### src/rtl/uart_tx_wrapper.sv
// rtl/uart_tx_wrapper.sv - UART transmitter: byte FIFO feeding a start/8N/parity/stop serializer
//
// Ports:
//   UART_clk  system/bit clock, one serial bit per cycle
//   rst_n     asynchronous active-low reset
//   wr_en     write strobe, enqueues wr_data when the FIFO is not full
//   wr_data   byte to enqueue
//   full      FIFO holds FIFO_DEPTH entries
//   empty     FIFO holds no entries
//   busy      serializer is mid-frame or in the inter-frame gap
//   overflow  one-cycle pulse after a write that was dropped because the FIFO was full
//   tx        registered serial line, idles high
module uart_tx_wrapper #(
  parameter int FIFO_DEPTH = 16,
  parameter int ADDR_WIDTH = 4,
  parameter bit PARITY_ODD = 1'b1,
  parameter int GAP_CYCLES = 0
) (
  input  logic       UART_clk,
  input  logic       rst_n,
  input  logic       wr_en,
  input  logic [7:0] wr_data,
  output logic       full,
  output logic       empty,
  output logic       busy,
  output logic       overflow,
  output logic       tx
);

  typedef enum logic [2:0] {
    S_IDLE,
    S_START,
    S_DATA,
    S_PARITY,
    S_STOP,
    S_GAP
  } state_t;

  localparam logic [ADDR_WIDTH:0] DEPTH_CNT = (ADDR_WIDTH + 1)'(FIFO_DEPTH);
  localparam logic [3:0]          GAP_LAST  = (GAP_CYCLES > 0) ? 4'(GAP_CYCLES - 1) : 4'd0;

  logic [7:0]            mem [FIFO_DEPTH];
  logic [ADDR_WIDTH-1:0] wr_ptr;
  logic [ADDR_WIDTH-1:0] rd_ptr;
  logic [ADDR_WIDTH:0]   count;
  logic                  accept;
  logic                  pop;

  state_t     state, state_nx;
  logic [7:0] shift, shift_nx;
  logic       parity, parity_nx;
  logic [2:0] bit_cnt, bit_cnt_nx;
  logic [3:0] gap_cnt, gap_cnt_nx;
  logic       tx_nx;
  logic       frame_req;

  assign full   = (count == DEPTH_CNT);
  assign empty  = (count == '0);
  assign accept = wr_en && !full;

  // Storage needs no reset: the pointers and count define what is valid.
  always_ff @(posedge UART_clk) begin
    if (accept) begin
      mem[wr_ptr] <= wr_data;
    end
  end

  always_ff @(posedge UART_clk or negedge rst_n) begin
    if (!rst_n) begin
      wr_ptr   <= '0;
      rd_ptr   <= '0;
      count    <= '0;
      overflow <= 1'b0;
    end else begin
      // A write while full is dropped even when a pop frees a slot on the same edge.
      overflow <= wr_en && full;
      if (accept) begin
        wr_ptr <= wr_ptr + 1'b1;
      end
      if (pop) begin
        rd_ptr <= rd_ptr + 1'b1;
      end
      case ({accept, pop})
        2'b10:   count <= count + 1'b1;
        2'b01:   count <= count - 1'b1;
        default: count <= count;
      endcase
    end
  end

  always_ff @(posedge UART_clk or negedge rst_n) begin
    if (!rst_n) begin
      state   <= S_IDLE;
      shift   <= '0;
      parity  <= 1'b0;
      bit_cnt <= '0;
      gap_cnt <= '0;
      tx      <= 1'b1;
      busy    <= 1'b0;
    end else begin
      state   <= state_nx;
      shift   <= shift_nx;
      parity  <= parity_nx;
      bit_cnt <= bit_cnt_nx;
      gap_cnt <= gap_cnt_nx;
      tx      <= tx_nx;
      busy    <= (state_nx != S_IDLE);
    end
  end

  always_comb begin
    state_nx   = state;
    shift_nx   = shift;
    parity_nx  = parity;
    bit_cnt_nx = bit_cnt;
    gap_cnt_nx = gap_cnt;
    tx_nx      = tx;
    pop        = 1'b0;
    frame_req  = 1'b0;

    case (state)
      S_IDLE: begin
        tx_nx     = 1'b1;
        frame_req = 1'b1;
      end
      S_START: begin
        tx_nx      = shift[0];
        bit_cnt_nx = '0;
        state_nx   = S_DATA;
      end
      S_DATA: begin
        if (bit_cnt == 3'd7) begin
          tx_nx    = parity;
          state_nx = S_PARITY;
        end else begin
          // tx presents bit k while bit_cnt==k; shift[1] is the next bit out.
          shift_nx   = {1'b0, shift[7:1]};
          tx_nx      = shift[1];
          bit_cnt_nx = bit_cnt + 3'd1;
        end
      end
      S_PARITY: begin
        tx_nx    = 1'b1;
        state_nx = S_STOP;
      end
      S_STOP: begin
        if (GAP_CYCLES == 0) begin
          frame_req = 1'b1;
        end else begin
          tx_nx      = 1'b1;
          gap_cnt_nx = '0;
          state_nx   = S_GAP;
        end
      end
      S_GAP: begin
        if (gap_cnt == GAP_LAST) begin
          frame_req = 1'b1;
        end else begin
          gap_cnt_nx = gap_cnt + 4'd1;
        end
      end
      default: begin
        tx_nx    = 1'b1;
        state_nx = S_IDLE;
      end
    endcase

    // Shared frame launch from IDLE, STOP and end of GAP: a queued byte starts
    // the next frame with no idle bit, otherwise the line returns to idle.
    if (frame_req) begin
      if (!empty) begin
        pop       = 1'b1;
        shift_nx  = mem[rd_ptr];
        parity_nx = PARITY_ODD ? ~^mem[rd_ptr] : ^mem[rd_ptr];
        tx_nx     = 1'b0;
        state_nx  = S_START;
      end else begin
        tx_nx    = 1'b1;
        state_nx = S_IDLE;
      end
    end
  end

endmodule

### config.mk
export PLATFORM = sky130hd
export DESIGN_NAME = uart_tx_wrapper
export DESIGN_NICKNAME = d
export VERILOG_FILES = /design/src/rtl/uart_tx_wrapper.sv
export SDC_FILE = /design/constraint.sdc
export NUM_CORES = 1
export LEC_CHECK = 0
export CAP_MARGIN = 25
export CORE_MARGIN = 4
export CORE_UTILIZATION = 37
export DETAILED_ROUTE_END_ITERATION = 8
export HOLD_SLACK_MARGIN = 0.08
export SLEW_MARGIN = 20
export SYNTH_ARGS = -nofsm -noshare
export SYNTH_HDL_FRONTEND = slang
export SYNTH_SLANG_ARGS = --single-unit
export TNS_END_PERCENT = 20
### constraint.sdc
create_clock -name UART_clk -period 7.8 [get_ports UART_clk]
set_clock_uncertainty 0.2 [all_clocks]
set_input_delay 1.17 -clock UART_clk [delete_from_list [all_inputs] [get_ports UART_clk]]
set_output_delay 1.17 -clock UART_clk [all_outputs]
set_load 0.02 [all_outputs]
==> results of run 1 <==
metrics by stage:
stage	hold slack, ns	area (um^2)	utilization	total power [W]	instances
5_1_grt	0.303	7720	0.430	0.00327	667
3_3_place_gp	0.265	7110	0.396	0.00224	632
3_5_place_dp	0.269	7130	0.397	0.00228	636
4_1_cts	0.278	7720	0.430	0.00312	667
6_report	0.269	7720	0.430	0.00308	667
2_1_floorplan	0.246	6750	-	0.00202	403
where the power goes:
part	switching (W)	internal, W
Combinational	0.000576	0.000481
Sequential	0.0000952	0.00110
Clock	0.000329	0.000504
Total	0.00100	0.00208
cell usage after synthesis (2+ instances only):
cell	instances
edfxtp_1	128
dfrtp_1	34
nand2_1	34
mux4_2	31
a22oi_1	19
nor2_1	19
o21ai_0	18
xnor2_1	16
ha_1	13
inv_1	11
a21oi_1	9
mux2i_1	7
nor3_1	7
clkbuf_1	6
nor2b_1	6
xor2_1	6
nand2b_1	5
buf_1	4
buf_2	3
mux2_2	3
nand4_1	3
and2_1	2
and3_1	2
buf_6	2
worst max path at each step:
| stage | endpoint | slack (ns) | cells past startpoint |
|---|---|---|---|
| floorplan | count[4]$_DFFE_PN0P_ | 4.41 | 14 |
| global placement | count[4]$_DFFE_PN0P_ | 3.91 | 12 |
| detailed placement | count[4]$_DFFE_PN0P_ | 3.85 | 12 |
| CTS | empty | 4.02 | 3 |
| global route | empty | 3.91 | 3 |
| finish | empty | 4.06 | 3 |
final cells by class:
type,instances,share of cell area
Inverter,11,0.00535
Clock buffer,19,0.0561
Timing Repair Buffer,22,0.0243
Sequential cell,163,0.612
Tap cell,229,0.0371
Clock inverter,12,0.0203
Multi-Input combinational cell,211,0.245
flip-flops by register name, summed over array words and instances (netlist names):
| name | count |
|---|---|
| state | 3 |
| rd_ptr | 4 |
| wr_ptr | 4 |
| parity | 1 |
| gap_cnt | 4 |
| busy | 1 |
| shift | 8 |
| overflow | 1 |
| bit_cnt | 3 |
| count | 5 |
| mem | 128 |
| tx | 1 |
cell families after synthesis:
family	after synthesis	share of synthesized area
XOR/XNOR	22	0.0285
AO/OA/AOI/OAI	52	0.0480
multiplexers	42	0.123
adder cells (fa/ha/maj)	13	0.0241
buffers and inverters	29	0.0220
flip-flops	163	0.699
AND/OR/NAND/NOR	82	0.0558
metal layers:
metal | track usage | share of wire
met4 | 0.0450 | 0.0033
met5 | 0 | 0
met2 | 0.212 | 0.49
met1 | 0.182 | 0.43
met3 | 0.0372 | 0.075
==> flow_summary.yaml, run 1 <==
run_status:
  outcome: "finished clean"
critical_path:
  cp_top_family: "simple AND/OR/NAND/NOR gates"
  cp-end-kind: "output pin"
  crit_slowest_cell: "clkdlybuf4s50_1"
  r2r_start: "count[1]$_DFFE_PN0P_"
  crit_arrival_ns: 2.37
  crit_type: "flip-flop to output pin"
  required_ns: 6.43
  crit_path_start_kind: "flip-flop"
  r2r_cells: 13
  reg2reg_slack_ns: 4.53
  worstPathCellList: "nor4_1 > nor2b_1 > clkdlybuf4s50_1"
  crit_path_max_fanout: 8
  cp.buffers_inverters: 1
  max_stage_delay_ns: 0.67
  worstSetupStartpoint: "count[1]$_DFFE_PN0P_"
  r2r_end: "count[4]$_DFFE_PN0P_"
final_layout:
  seq_area_um2: 4720
  mostFrequentLayoutCell: "edfxtp_1"
  nNetsFinal: 450
  multiInputGateArea_um2: 1890
  fillers: 1591
  area_growth_pct: 14.2
  antenna_cells: 0
  layout_common_cells: "edfxtp_1, nand2_1, dfrtp_1, mux4_2"
  layout-drive-gt1-share: 0.167
yosys:
  synthesis.area_um2: 6750
  synthArstFlopShare: 0.215
  syn_inst: 403
  synthDistinctLibCells: 39
  seq_area_frac_synth: 0.699
  yosysTopAreaCellShare: 0.569
  synth.area.top_cells: "edfxtp_1, dfrtp_1, mux4_2, ha_1, a22oi_1"
  synth_edf_count: 128
  synth_warnings: 0
  ys_ff_latch: 163
  synth_nets: 427
  synth_top_area_cell: "edfxtp_1"
  syn_area_per_cell_um2: 16.8
  ys.flop_type: "edfxtp_1"
run:
  cap_violations: 0
detailed_routing:
  dr.pass1.iters: 4
  ant_nets: 0
  drt-wirelength-per-cell_um: 19.3
  wirelength_mm: 12.9
  drc_errors: 0
  vias_per_cell: 5.14
  drt_iter0_drc: 235
  num_vias: 3431
clocking:
  cts.repair.resized: 0
  cts_tree: "done"
  root_buffer: "clkbuf_16"
  cts_setup_buffers: 0
  cts.sinks: 163
  htreeDepth: 4
  cts_buffers: 17
  clkTransAtPathRegs_ns: 0.06
  clk_latency_ns: 0.42
  clk_path_buf_depth: 2
  cts.hold.buffers_added: 0
floorplan:
  row_count: 49
  core_area_um2: 18000
  pin_count: 16
  die_x_um: 143
  start_util: 0.376
  die_h_um: 143
  die_area_um2: 20500
global_route:
  grt_pass1_wl_mm: 20.2
  overflow: 0
  gr-usage-all-layers: 0.135
  antenna_found_initial: 0
  grt_pass1_vias: 3586
  grt_max_degree: 36
placed_design:
  gp_congestion: 0.773
  post-place-ws_ns: 3.85
  io_buffers: 15
  place_hpwl_mm: 8.32
timing:
  worst_pin_slew_ns: 0.831
  setup_viol: 0
  fin_crit_ns: 3.74
  worst_slack_ns: 4.06
  fin_setup_tns_ns: 0
  slew-limit-headroom: 0.444
  rsz0062_at_grt: "no"
  hold_viol: 0
  max_freq_mhz: 267
  finalCritPeriodShare: 0.479
  finalMaxSlewViolations: 0
power_and_ir_drop:
  leakage_nw: 2.66
  p_per_area_nw_per_um2: 399
  ir_worst_vdd_mv: 0.216
worst_hold_path:
  min_from: "gap_cnt[3]$_DFFE_PN0P_"
  hold_path_depth: 1
  hold_path_class: "flip-flop to flip-flop"
  hold_path_end: "gap_cnt[3]$_DFFE_PN0P_"
Note: power is estimated with default switching activity, not from simulation.
==> inputs of run 2 (changes only) <==
==> constraint.sdc (replaced) <==
create_clock -name UART_clk -period 3.1 [get_ports UART_clk]
set_clock_uncertainty 0.2 [all_clocks]
set_input_delay 0.465 -clock UART_clk [delete_from_list [all_inputs] [get_ports UART_clk]]
set_output_delay 0.465 -clock UART_clk [all_outputs]
set_load 0.02 [all_outputs]
==> run 2 against run 1 <==
  * Sequential power grew to 2.5 times the previous value
  * Clock power grew to 2.7 times the previous value
  * Core utilization is 1.3 points higher
  * Sequential share of layout area shrank 1.9 points
  * Register-to-register slack worse by 4.3 ns
  * Combinational power rose to 2.6 times the previous value
  * Count of clock-buffer cells in the layout is 2 lower
  * Total power rose to 2.6 times the previous value
  * Sequential cell count unchanged
  * Die area did not move
  * Critical path type is now flip-flop to flip-flop
==> flow_summary.yaml, run 2 (synthesized netlist as in run 1, its figures left out) <==
timing:
  slew-limit-headroom: 0.485
  finalCritPeriodShare: 0.921
  max_freq_mhz: 350
  setup_viol: 0
  worst_pin_slew_ns: 0.772
  hold_viol: 0
  finalMaxSlewViolations: 0
  fin_crit_ns: 2.86
  fin_setup_tns_ns: 0
global_route:
  grt_pass1_wl_mm: 20.7
  gr-usage-all-layers: 0.137
  grt_pass1_vias: 3734
  grt_max_degree: 36
  antenna_found_initial: 0
  overflow: 0
final_layout:
  regMostFlops: "mem"
  stdcell_area_um2: 7960
  largest_reg_flops: 128
  nNetsFinal: 467
  fillers: 1552
  seq_area_um2: 4720
  area_growth_pct: 17.8
  mostFrequentLayoutCell: "edfxtp_1"
  layout-drive-gt1-share: 0.213
  layout_common_cells: "edfxtp_1, nand2_1, dfrtp_1, mux4_2, buf_4"
  multiInputGateArea_um2: 1910
  stdcell_count: 685
  reg.largest.list: "mem x128, shift x8, count x5"
  antenna_cells: 0
floorplan:
  row_count: 49
  pin_count: 16
  die_h_um: 143
  die_area_um2: 20500
  core_area_um2: 18000
  start_util: 0.376
  die_x_um: 143
power_and_ir_drop:
  ir_worst_vdd_mv: 0.629
  seqPwrFrac: 0.378
  swShare: 0.329
  leakage_nw: 2.81
  p_switching_w: 0.00263
  clkPwrFrac: 0.280
  p_per_area_nw_per_um2: 1000
  p_int_w: 0.00536
  combPwrFrac: 0.341
clocking:
  cts_tree: "done"
  cts_setup_buffers: 0
  cts.sinks: 163
  clkTransAtPathRegs_ns: 0.07
  clk_path_buf_depth: 2
  htreeDepth: 4
  root_buffer: "clkbuf_16"
  cts_buffers: 17
  clk_latency_ns: 0.43
detailed_routing:
  drt-wirelength-per-cell_um: 19.0
  drt_iter0_drc: 209
  num_vias: 3542
  drc_errors: 0
  wirelength_mm: 13.0
  dr.pass1.iters: 4
  vias_per_cell: 5.17
  ant_nets: 0
placed_design:
  gp_congestion: 0.746
  place_hpwl_mm: 8.32
  dpl-instance-area_um2: 7300
  placedCellCount: 652
  io_buffers: 15
critical_path:
  cp-end-kind: "flip-flop"
  crit_arrival_ns: 2.96
  r2r_cells: 15
  r2r_start: "gap_cnt[0]$_DFFE_PN0P_"
  crit_path_start_kind: "flip-flop"
  crit_type: "flip-flop to flip-flop"
  r2r_end: "count[4]$_DFFE_PN0P_"
  reg2reg_slack_ns: 0.24
  required_ns: 3.20
  crit_path_max_fanout: 4
  worstSetupStartpoint: "gap_cnt[0]$_DFFE_PN0P_"
  critPathCapture: "count[4]$_DFFE_PN0P_"
worst_hold_path:
  hold_path_class: "flip-flop to flip-flop"
run_status:
  outcome: "finished clean"
run:
  cap_violations: 0
run 2: how the worst min path moves through the flow:
stage,startpoint,cells after the start,slack [ns],end
3_3_place_gp,tx$_DFFE_PN1P_,2,0.27,tx$_DFFE_PN1P_
5_1_grt,gap_cnt[3]$_DFFE_PN0P_,1,0.31,gap_cnt[3]$_DFFE_PN0P_
3_5_place_dp,tx$_DFFE_PN1P_,2,0.27,tx$_DFFE_PN1P_
6_report,tx$_DFFE_PN1P_,2,0.29,tx$_DFFE_PN1P_
2_1_floorplan,rst_n,0,-0.03,bit_cnt[0]$_DFFE_PN0P_
4_1_cts,tx$_DFFE_PN1P_,2,0.29,tx$_DFFE_PN1P_
run 2: final cells by class:
| class | count | area share |
|---|---|---|
| Sequential cell | 163 | 0.593 |
| Multi-Input combinational cell | 211 | 0.240 |
| Clock buffer | 17 | 0.0535 |
| Timing Repair Buffer | 39 | 0.0443 |
| Tap cell | 229 | 0.0360 |
| Clock inverter | 15 | 0.0275 |
| Inverter | 11 | 0.00519 |
run 2: layer usage:
metal  track usage  vias up  part of all wire
li1              -     1632                 -
met1         0.179     1840              0.44
met2         0.227       60              0.51
met3        0.0382       10             0.038
met4        0.0375        0            0.0080
met5             0        -                 0
run 2: what timing repair did:
action / CTS / global route
gates resized for setup: 0 / 2
hold buffers: 1 / 0
hold endpoints to repair: 34 / 0
endpoints found under the setup margin: 0 / 1
run 2: worst max-delay path, stage by stage (launching register included):
cell	delay, ns
dfrtp_1	0.40
inv_1	0.10
ha_1	0.15
nor2b_1	0.18
nor2b_4	0.19
a21oi_1	0.08
nor3_2	0.15
ha_1	0.21
xor2_1	0.08
ha_1	0.22
o21ai_0	0.16
a21oi_1	0.09
a21oi_1	0.17
xor2_1	0.15
nor2_1	0.06
xor2_1	0.14
run 2: through the flow:
step	hold slack, ns	power (W)	setup WS [ns]	utilization
after detailed placement	0.272	0.00583	0.246	0.406
after floorplan	-0.0306	0.00510	0.0151	-
after global placement	0.267	0.00575	0.276	0.406
after CTS	0.288	0.00809	0.216	0.443
final	0.290	0.00799	0.245	0.443
after global routing	0.309	0.00849	-0.0368	0.443
run 2: power by group through the flow:
stage          Clock, W  Sequential (W)  Combinational (W)
2_1_floorplan         0         0.00295            0.00215
3_3_place_gp          0         0.00304            0.00271
3_5_place_dp          0         0.00306            0.00277
4_1_cts         0.00229         0.00303            0.00278
5_1_grt         0.00238         0.00307            0.00304
6_report        0.00224         0.00302            0.00273
==> inputs of run 3 (changes only) <==
--- a/config.mk
+++ b/config.mk
@@ -5,6 +5,7 @@
 export SDC_FILE = /design/constraint.sdc
 export NUM_CORES = 1
 export LEC_CHECK = 0
+export ABC_AREA = 1
 export CAP_MARGIN = 25
 export CORE_MARGIN = 4
 export CORE_UTILIZATION = 37
==> run 3 against run 2 <==
  * Synthesized cell count grew 94%
  * Routed wire length grew 21%
  * Worst hold slack lost 0.0086 ns
  * Largest cell class unchanged
  * Core utilization shrank 0.30 points
  * Die area grew 11%
  * Count of clock-buffer cells in the layout grew 2
  * Non-clock buffer count grew 3
  * Register-to-register slack is essentially flat
  * Via count grew 42%
  * Sequential cell count is the same
==> flow_summary.yaml, run 3 <==
yosys:
  synthDistinctLibCells: 27
  yosysTopAreaCellShare: 0.512
  ys.flop_type: "edfxtp_1"
  synth.top_cells.by_count: "nand2_1, edfxtp_1, inv_1"
  synth.most_common_cell: "nand2_1"
  synth_top_area_cell: "edfxtp_1"
  seq_area_frac_synth: 0.628
  synth_warnings: 0
  synthesis.area_um2: 7510
  synthArstFlopShare: 0.215
  ys_ff_latch: 163
  synth_nets: 804
  synth_edf_count: 128
  syn_inst: 780
  syn_area_per_cell_um2: 9.63
  synth.area.top_cells: "edfxtp_1, nand2_1, dfrtp_1, nand3_1, inv_1"
clocking:
  clk_path_buf_depth: 2
  root_buffer: "clkbuf_16"
  htreeDepth: 4
  clkTransAtPathRegs_ns: 0.06
  cts_tree: "done"
  cts_buffers: 17
  cts.sinks: 163
  clk_latency_ns: 0.42
floorplan:
  start_util: 0.381
  die_h_um: 151
  pin_count: 16
  core_area_um2: 19700
  die_x_um: 151
  die_area_um2: 22700
  row_count: 51
critical_path:
  required_ns: 3.20
  crit_path_start_kind: "flip-flop"
  crit_type: "flip-flop to flip-flop"
  cp-end-kind: "flip-flop"
  worstPathCellList: "inv_2 > ha_1 > nand2_1 > nor2_1 > nand2_1 > inv_1 > a21oi_2 > inv_1 > nand2_1 > inv_2 > ha_4 > xor2_1 > ha_2 > a21oi_4 > o21ai_1 > a21oi_1 > inv_1 > a21oi_1 > o21ai_1 > xor2_1"
  crit_arrival_ns: 2.94
  crit_path_max_fanout: 3
  crit_slowest_cell: "dfrtp_1"
  max_stage_delay_ns: 0.37
power_and_ir_drop:
  ir_worst_vdd_mv: 0.404
  seqPwrFrac: 0.337
  swShare: 0.393
  leakage_nw: 3.86
  p_per_area_nw_per_um2: 1000
  p_int_w: 0.00528
  p_switching_w: 0.00342
  clkPwrFrac: 0.257
  combPwrFrac: 0.405
global_route:
  grt_max_degree: 67
  grt_pass1_vias: 4767
  grt_pass1_wl_mm: 25.5
  overflow: 0
  gr-usage-all-layers: 0.149
  antenna_found_initial: 0
final_layout:
  stdcell_count: 1093
  reg.largest.list: "mem x128, shift x8, count x5"
  largest_reg_flops: 128
  fillers: 1820
  layout-drive-gt1-share: 0.0942
  regMostFlops: "mem"
  area_growth_pct: 15.5
  layout_common_cells: "nand2_1, edfxtp_1, inv_1, nand3_1, nor2_1"
  nNetsFinal: 839
  mostFrequentLayoutCell: "nand2_1"
  antenna_cells: 0
timing:
  slew-limit-headroom: 0.461
  finalCritPeriodShare: 0.917
  fin_crit_ns: 2.84
  worst_pin_slew_ns: 0.808
  finalMaxSlewViolations: 0
  max_freq_mhz: 352
  worst_slack_ns: 0.257
  holdWs_ns: 0.281
  hold_viol: 0
  setup_viol: 0
placed_design:
  gp_congestion: 0.820
  place_hpwl_mm: 9.93
  placedCellCount: 1058
  post-place-ws_ns: 0.0369
  io_buffers: 15
detailed_routing:
  drt-wirelength-per-cell_um: 14.4
  wirelength_mm: 15.8
  dr.pass1.iters: 5
  ant_nets: 0
  drc_errors: 0
  num_vias: 5016
  vias_per_cell: 4.59
  drt_iter0_drc: 374
worst_hold_path:
  hold_path_class: "flip-flop to flip-flop"
run_status:
  outcome: "finished clean"
run:
  cap_violations: 0
-- run 3: cell count changes in the layout (fill, tap and decap cells not counted), sizes merged, moves of 18 or more --
cell and delta:
inv +106, mux4 -32, nand2 +240, a22oi -19, nor2 +18, nand3 +93
-- run 3: timing repair --
| item | CTS | global route |
|---|---|---|
| endpoints found under the hold margin | 34 | 0 |
| hold buffers | 1 | 0 |
| endpoints found under the setup margin | 0 | 1 |
| buffers inserted | 0 | 2 |
| resized for setup | 0 | 11 |
-- run 3: cell families after synthesis --
family	after synthesis	synth area share
DFF	163	0.628
xor gates and xnor gates	13	0.0152
AOI/OAI and AO/OA	33	0.0231
and+or+nand+nor	410	0.224
buffers and inverters	148	0.0879
adders and majority gates	13	0.0216
-- run 3: final timing paths --
kind                                               end  depth (start not counted)              startpoint  slack (ns)
worst max-delay path              count[4]$_DFFE_PN0P_                         20  gap_cnt[0]$_DFFE_PN0P_        0.26
worst min-delay path                parity$_DFFE_PN0P_                          2      parity$_DFFE_PN0P_        0.28
worst max register to register    count[4]$_DFFE_PN0P_                         20  gap_cnt[0]$_DFFE_PN0P_        0.26
worst min register to register      parity$_DFFE_PN0P_                          2      parity$_DFFE_PN0P_        0.28
max in group asynchronous        rd_ptr[0]$_DFFE_PN0P_                          2                   rst_n        1.67
min in group asynchronous       bit_cnt[1]$_DFFE_PN0P_                          2                   rst_n        0.48
-- run 3: power groups by stage --
stage          Clock (W)  Sequential, W  Combinational [W]
6_report         0.00224        0.00293            0.00353
5_1_grt          0.00239        0.00297            0.00407
4_1_cts          0.00228        0.00292            0.00348
3_5_place_dp           0        0.00297            0.00346
3_3_place_gp           0        0.00296            0.00341
2_1_floorplan          0        0.00294            0.00265
-- run 3: per-stage QoR --
stage               setup TNS (ns)  power (W)  cell area, um^2   util
floorplan                        0    0.00559             7510      -
global placement                 0    0.00637             7980  0.405
detailed placement               0    0.00643             7980  0.405
CTS                              0    0.00868             8620  0.437
global route              -0.00737    0.00943             8680  0.440
finish                           0    0.00870             8680  0.440
-- run 3: per-layer routing --
layer / track usage / vias up / wire, um
met5: 0 / - / 0
met4: 0.0503 / 0 / 276
met3: 0.0331 / 15 / 468
met2: 0.240 / 72 / 7700
met1: 0.201 / 2362 / 7350
li1: - / 2567 / -
-- run 3: layout make-up --
cell class | instances | area, um^2 | share of cell area
Timing Repair Buffer | 42 | 363 | 0.0418
Clock inverter | 13 | 200 | 0.0231
Inverter | 122 | 458 | 0.0528
Clock buffer | 19 | 433 | 0.0499
Sequential cell | 163 | 4720 | 0.544
Tap cell | 265 | 332 | 0.0382
Multi-Input combinational cell | 469 | 2170 | 0.250
-- run 3: worst max-delay path, delay by kind of cell (launching register included) --
kind                       cells  cell delay (ns)
DFF                            1             0.37
and+or+nand+nor                4             0.26
buffers and inverters          5             0.30
AOI/OAI and AO/OA              6             0.70
xor gates and xnor gates       2             0.31
adders and majority gates      3             0.58
